## src/rtl/hazard_ctrl.sv

```systemverilog
// hazard_ctrl: decode-side hazard / flush controller.
// Tracks in-flight register writes in a 3-entry scoreboard (EX, MEM, WB) and
// compares them with the sources of the instruction in ID. It produces the
// PC / IF-ID stall controls, the IF-ID and ID-EX flushes, a sticky halt
// status and a saturating data-hazard stall counter.
// Optional build macro: HAZARD_CTRL_FORWARD_EN -- the EX stage forwards from
// EX/MEM and MEM/WB, so only a load-use on the EX entry stalls (1 bubble).
module hazard_ctrl #(
    parameter bit          WB_BYPASS = 1'b1,
    parameter int unsigned CNT_W     = 16
) (
    input  logic             clk,
    input  logic             rst,
    input  logic             id_valid,
    input  logic [2:0]       id_rs,
    input  logic             id_rs_vld,
    input  logic [2:0]       id_rt,
    input  logic             id_rt_vld,
    input  logic [2:0]       id_wr_reg,
    input  logic             id_reg_write,
    input  logic             id_mem_read,
    input  logic             ex_redirect,
    input  logic             ex_halt,
    output logic             stall_pc,
    output logic             stall_if_id,
    output logic             flush_if_id,
    output logic             flush_id_ex,
    output logic             halted,
    output logic [CNT_W-1:0] stall_cnt
);

    localparam int unsigned REG_W = 3;
    localparam logic [CNT_W-1:0] CNT_MAX = '1;

    // One in-flight producer: valid write, destination register, is a load
    typedef struct packed {
        logic             vld;
        logic [REG_W-1:0] rd;
        logic             ld;
    } sb_entry_t;

    typedef enum logic {
        ST_RUN  = 1'b0,
        ST_HALT = 1'b1
    } state_t;

    sb_entry_t sb_ex;
    sb_entry_t sb_mem;
    sb_entry_t sb_wb;
    sb_entry_t sb_ex_next;
    state_t    state;

    logic match_ex;
    logic match_mem;
    logic match_wb;
    logic hazard_c;
    logic stall_c;
    logic flush_if_c;
    logic flush_ex_c;
    logic cnt_inc_c;

    // True when the ID instruction really reads the entry's destination register
    function automatic logic sb_match(
        input sb_entry_t        e,
        input logic             valid,
        input logic [REG_W-1:0] rs,
        input logic             rs_vld,
        input logic [REG_W-1:0] rt,
        input logic             rt_vld
    );
        logic rs_hit;
        logic rt_hit;
        rs_hit = rs_vld && (rs == e.rd);
        rt_hit = rt_vld && (rt == e.rd);
        return valid && e.vld && (rs_hit || rt_hit);
    endfunction

    // Source/destination comparison against every scoreboard stage
    always_comb begin
        match_ex  = sb_match(sb_ex,  id_valid, id_rs, id_rs_vld, id_rt, id_rt_vld);
        match_mem = sb_match(sb_mem, id_valid, id_rs, id_rs_vld, id_rt, id_rt_vld);
        match_wb  = sb_match(sb_wb,  id_valid, id_rs, id_rs_vld, id_rt, id_rt_vld);
    end

`ifdef HAZARD_CTRL_FORWARD_EN
    // Forwarding covers ALU results; only a load still in EX must wait
    assign hazard_c = match_ex && sb_ex.ld;

    logic unused_bits;
    assign unused_bits = ^{sb_wb.ld, match_mem, match_wb, WB_BYPASS};
`else
    // Full interlock: wait until the producer has written the register file
    assign hazard_c = match_ex || match_mem || (!WB_BYPASS && match_wb);

    logic unused_bits;
    assign unused_bits = sb_wb.ld;
`endif

    // Pipeline action select: halted > ex_halt > ex_redirect > hazard
    always_comb begin
        stall_c    = 1'b0;
        flush_if_c = 1'b0;
        flush_ex_c = 1'b0;
        cnt_inc_c  = 1'b0;
        if (state == ST_HALT) begin
            stall_c    = 1'b1;
            flush_ex_c = 1'b1;
        end else if (ex_halt || ex_redirect) begin
            flush_if_c = 1'b1;
            flush_ex_c = 1'b1;
        end else if (hazard_c) begin
            stall_c    = 1'b1;
            flush_ex_c = 1'b1;
            cnt_inc_c  = 1'b1;
        end
    end

    // Controls are combinational and forced low while reset is held
    assign stall_pc    = rst & stall_c;
    assign stall_if_id = rst & stall_c;
    assign flush_if_id = rst & flush_if_c;
    assign flush_id_ex = rst & flush_ex_c;
    assign halted      = (state == ST_HALT);

    // Entry for the instruction leaving ID; a flushed slot becomes a bubble
    always_comb begin
        sb_ex_next     = '0;
        if (!flush_ex_c) begin
            sb_ex_next.vld = id_valid & id_reg_write;
            sb_ex_next.rd  = id_wr_reg;
            sb_ex_next.ld  = id_mem_read;
        end
    end

    // Scoreboard shifts every cycle alongside the pipeline
    always_ff @(posedge clk or negedge rst) begin
        if (!rst) begin
            sb_ex  <= '0;
            sb_mem <= '0;
            sb_wb  <= '0;
        end else begin
            sb_wb  <= sb_mem;
            sb_mem <= sb_ex;
            sb_ex  <= sb_ex_next;
        end
    end

    // Halt latch: entered on ex_halt, left only through reset
    always_ff @(posedge clk or negedge rst) begin
        if (!rst) begin
            state <= ST_RUN;
        end else begin
            case (state)
                ST_RUN:  if (ex_halt) state <= ST_HALT;
                ST_HALT: state <= ST_HALT;
                default: state <= ST_RUN;
            endcase
        end
    end

    // Saturating count of data-hazard stall cycles
    always_ff @(posedge clk or negedge rst) begin
        if (!rst) begin
            stall_cnt <= '0;
        end else if (cnt_inc_c && (stall_cnt != CNT_MAX)) begin
            stall_cnt <= stall_cnt + CNT_W'(1);
        end
    end

endmodule

```

## config.mk

```make
export PLATFORM = sky130hd
export DESIGN_NAME = hazard_ctrl
export DESIGN_NICKNAME = d
export VERILOG_FILES = /design/src/rtl/hazard_ctrl.sv
export SDC_FILE = /design/constraint.sdc
export NUM_CORES = 1
export LEC_CHECK = 0
export CAP_MARGIN = 20
export CORE_UTILIZATION = 35
export CTS_BUF_LIST = sky130_fd_sc_hd__clkbuf_8
export DETAILED_ROUTE_END_ITERATION = 10
export PLACE_DENSITY = 0.61
export SLEW_MARGIN = 20
export SYNTH_ARGS = -nofsm -noshare
export SYNTH_HDL_FRONTEND = slang
export SYNTH_SLANG_ARGS = --single-unit
```

## constraint.sdc

```tcl
create_clock -name clk -period 2 [get_ports clk]
set_clock_uncertainty 0.1 [all_clocks]
set_input_delay 0.3 -clock clk [delete_from_list [all_inputs] [get_ports clk]]
set_output_delay 0.3 -clock clk [all_outputs]
set_load 0.005 [all_outputs]
```

==> run metrics <==
Skew-Pair Late Insertion Delay=approximately 0.26 ns; via count=1,037; CTS Root Cell=clkbuf_8; clk buf depth=2; initial core utilization=0.3672; area grow syn2layout=58.16%; Final setup viols=3; DR iter-0 viols=29; final worst-path cycle share=1.051; FP Rows=21; critical path type=reg2out; internal power=685.6 uW; Worst EP required=approximately 1.6 ns; Critical Path Start=sb_ex[1]; fill count=309; sequential cell area fraction in the yosys report=0.5066; Sw Share=0.2138; met3 WL=around 95 um; syn_nets=between 100 and 150; PortBufs=37; RSZ-0062 raised after global routing=yes; yosys warns=0; vias in the first global route=between 1,000 and 1,500; initial antenna violation count=0; worst slack, placed=-0.6357 ns; nets=approximately 190; DRC viols=0; Net Sw Power=approximately 190 uW; final wirelength=3.257 mm; antenna viol nets, final=0; r2r startpoint=sb_mem[1]; actual slew at the worst max-slew pin=between 0.6 and 0.7 ns; GP Congestion=about 0.73; final setup margin=-0.1028 ns; Clk network pwr share=0.336; met1 wire length=about 1.5 mm; first-pass GRT wire length=roughly 4.8 mm; CTS Sinks=25; Reg power frac=0.579; clock period minus worst slack=~2.1 ns; Setup crit end=flush_id_ex; r2r setup slk=about 0.09 ns; Die X-Extent=61.40 um; Max-slew headroom=0.5952; P_leak=0.0008961 uW; Mapped Area=between 1000 and 1500 sq um; cells after synthesis=about 110; DR WL met2=1.651 mm; endpoints failing hold=0; core box area=~3400 sq um; max-cap violation count=0; Chip Height=61.40 um; share of layout cells above drive strength 1=0.2865; setup TNS=-0.2438 ns; Combinational Power Share=0.085; gr usage total=0.1759; pwr/cell area=between 400 and 500 nW/um^2; Crit path arrival time=approximately 1.7 ns; top sig layer=met4; Slew Limit Fails=0; clock buffer count from CTS=3; drt pass-1 iters=4; GRT overflow=0; synthesized flop and latch total=25; FF-to-FF path depth=9; CTS tree=built; diode count=0; HPWL Detailed=between 2 and 2.5 mm; HP Class=reg2reg; Setup crit end kind=primary output; synthesized area per cell=roughly 11 sq um; Max VDD drop=~0.00022 V; count of different cell masters after synthesis=29; die footprint=around 3800 sq um; Max Clock Freq=0.4756 GHz; Max H-tree Level=1; # IOs=39; largest net degree at the start of global routing=19; failing checks=negative setup slack; Worst Path Max Fanout=3; post-DR wirelength/cell=15.01 um; Critical R2R Capture=stall_cnt[14]; outcome=finished, violations left; Worst setup SP type=flop; final core utilization=0.5807; Worst-path clk slew=0.09 ns; DR vias/cell=4.779
[state kept, by name, indices dropped and copies added, names as in the netlist]
name	count
stall_cnt	16
sb_ex	4
sb_mem	4
halted	1
[power by group through the flow]
stage	combinational (uW)	sequential, uW	clock, uW
final	73.7	505	293
after global routing	80.2	505	333
after CTS	73.5	505	304
after detailed placement	79.3	515	0
after global placement	76.6	515	0
after floorplan	16.8	515	0
[cell usage in the layout (no fill, tap or decap), types with 2 or more instances in the layout]
cell / n
xnor2_2: 2
xnor2_1: 15
inv_1: 6
nor3_2: 6
buf_2: 3
buf_6: 2
a21oi_2: 2
dlygate4sd2_1: 7
nand4_1: 7
clkbuf_8: 3
nand3_1: 3
nor4_4: 4
nor2_1: 4
nand2_1: 6
and3_1: 4
buf_4: 17
clkdlybuf4s50_1: 27
dfrtp_1: 25
nor3_4: 2
xor2_1: 10
[synth_stat cells]
| cell type | number | area, sq um |
|---|---|---|
| and2_1 | 1 | 6.260 |
| o21a_1 | 1 | 7.510 |
| nor3b_1 | 1 | 7.510 |
| nand4_1 | 7 | 43.79 |
| or3_1 | 1 | 6.260 |
| o31a_1 | 1 | 8.760 |
| buf_4 | 1 | 7.510 |
| ha_1 | 1 | 12.51 |
| nand2_1 | 6 | 22.52 |
| mux2_1 | 1 | 11.26 |
| nor2b_1 | 1 | 6.260 |
| inv_1 | 6 | 22.52 |
| nor4_1 | 5 | 31.28 |
| dfrtp_1 | 25 | 625.6 |
| and4_1 | 1 | 8.760 |
| nor2_1 | 5 | 18.77 |
| buf_8 | 1 | 15.01 |
| nand2_2 | 1 | 6.260 |
| xor2_1 | 10 | 87.58 |
| and4_4 | 1 | 11.26 |
| o21ai_2 | 1 | 8.760 |
| nor3_2 | 2 | 20.02 |
| nor3_1 | 6 | 30.03 |
| nand3_1 | 3 | 15.01 |
| or2_2 | 1 | 6.260 |
| xnor2_1 | 17 | 148.9 |
| a21oi_1 | 1 | 5.000 |
| a21oi_2 | 1 | 8.760 |
| and3_1 | 4 | 25.02 |
[worst min path at each step]
stage,from,slack [ns],cells after the start,to
after floorplan,rst,-0.1,0,halted
after global placement,sb_ex[4],0.27,0,sb_mem[4]
after detailed placement,sb_ex[4],0.27,0,sb_mem[4]
after CTS,sb_ex[4],0.29,0,sb_mem[4]
after global routing,sb_ex[4],0.31,0,sb_mem[4]
final,sb_ex[4],0.29,0,sb_mem[4]
[cell type report]
cell class                      count  area, sq um  area share
Tap cell                           46        57.56     0.02947
Inverter                            6        22.52     0.01153
Timing Repair Buffer               56        496.7      0.2543
Multi-Input combinational cell     80        704.4      0.3607
Sequential cell                    25        625.6      0.3203
Clock inverter                      1        5.005    0.002562
Clock buffer                        3        41.29     0.02114
[cells by family (layout without fill, tap and decap cells)]
group           count (synthesis)  count (layout)  share of synthesized area
compound gates                  5               5                    0.03141
xor+xnor                       27              27                     0.1915
fa+ha+maj                       1               1                    0.01013
buf+inv                         8              66                    0.03647
flops                          25              25                     0.5066
mux                             1               1                   0.009118
simple gates                   46              46                     0.2148
[metal layers]
metal,global-route usage,up-vias
li1,-,504
met1,0.2306,500
met4,0.04762,0
met3,0.02311,6
met5,0,-
met2,0.3075,27
[per-stage QoR]
step,hold WS (ns),cell area [sq um],power [uW],instances
3_3_place_gp,0.2658,1760,591.6,210
3_5_place_dp,0.2692,1760,594.3,210
2_1_floorplan,-0.09559,1235,532.0,113
4_1_cts,0.2893,1834,882.2,217
5_1_grt,0.3087,1953,917.9,217
6_report,0.2884,1953,872.1,217
[timing repair]
action	CTS	global route
endpoints found under the setup margin	6	15
setup buffers	3	1
pin swaps	11	18
cloned	0	0
resized for setup	25	19
hold buffers	0	0
[critical path, cell delays in order (launching register included)]
cell	delay (ns)
dfrtp_1	0.44
xnor2_2	0.20
nand4_1	0.13
a21oi_2	0.21
nor2_2	0.07
and2_4	0.16
nor2b_1	0.10
buf_2	0.12
(Power assumes the default switching activity.)
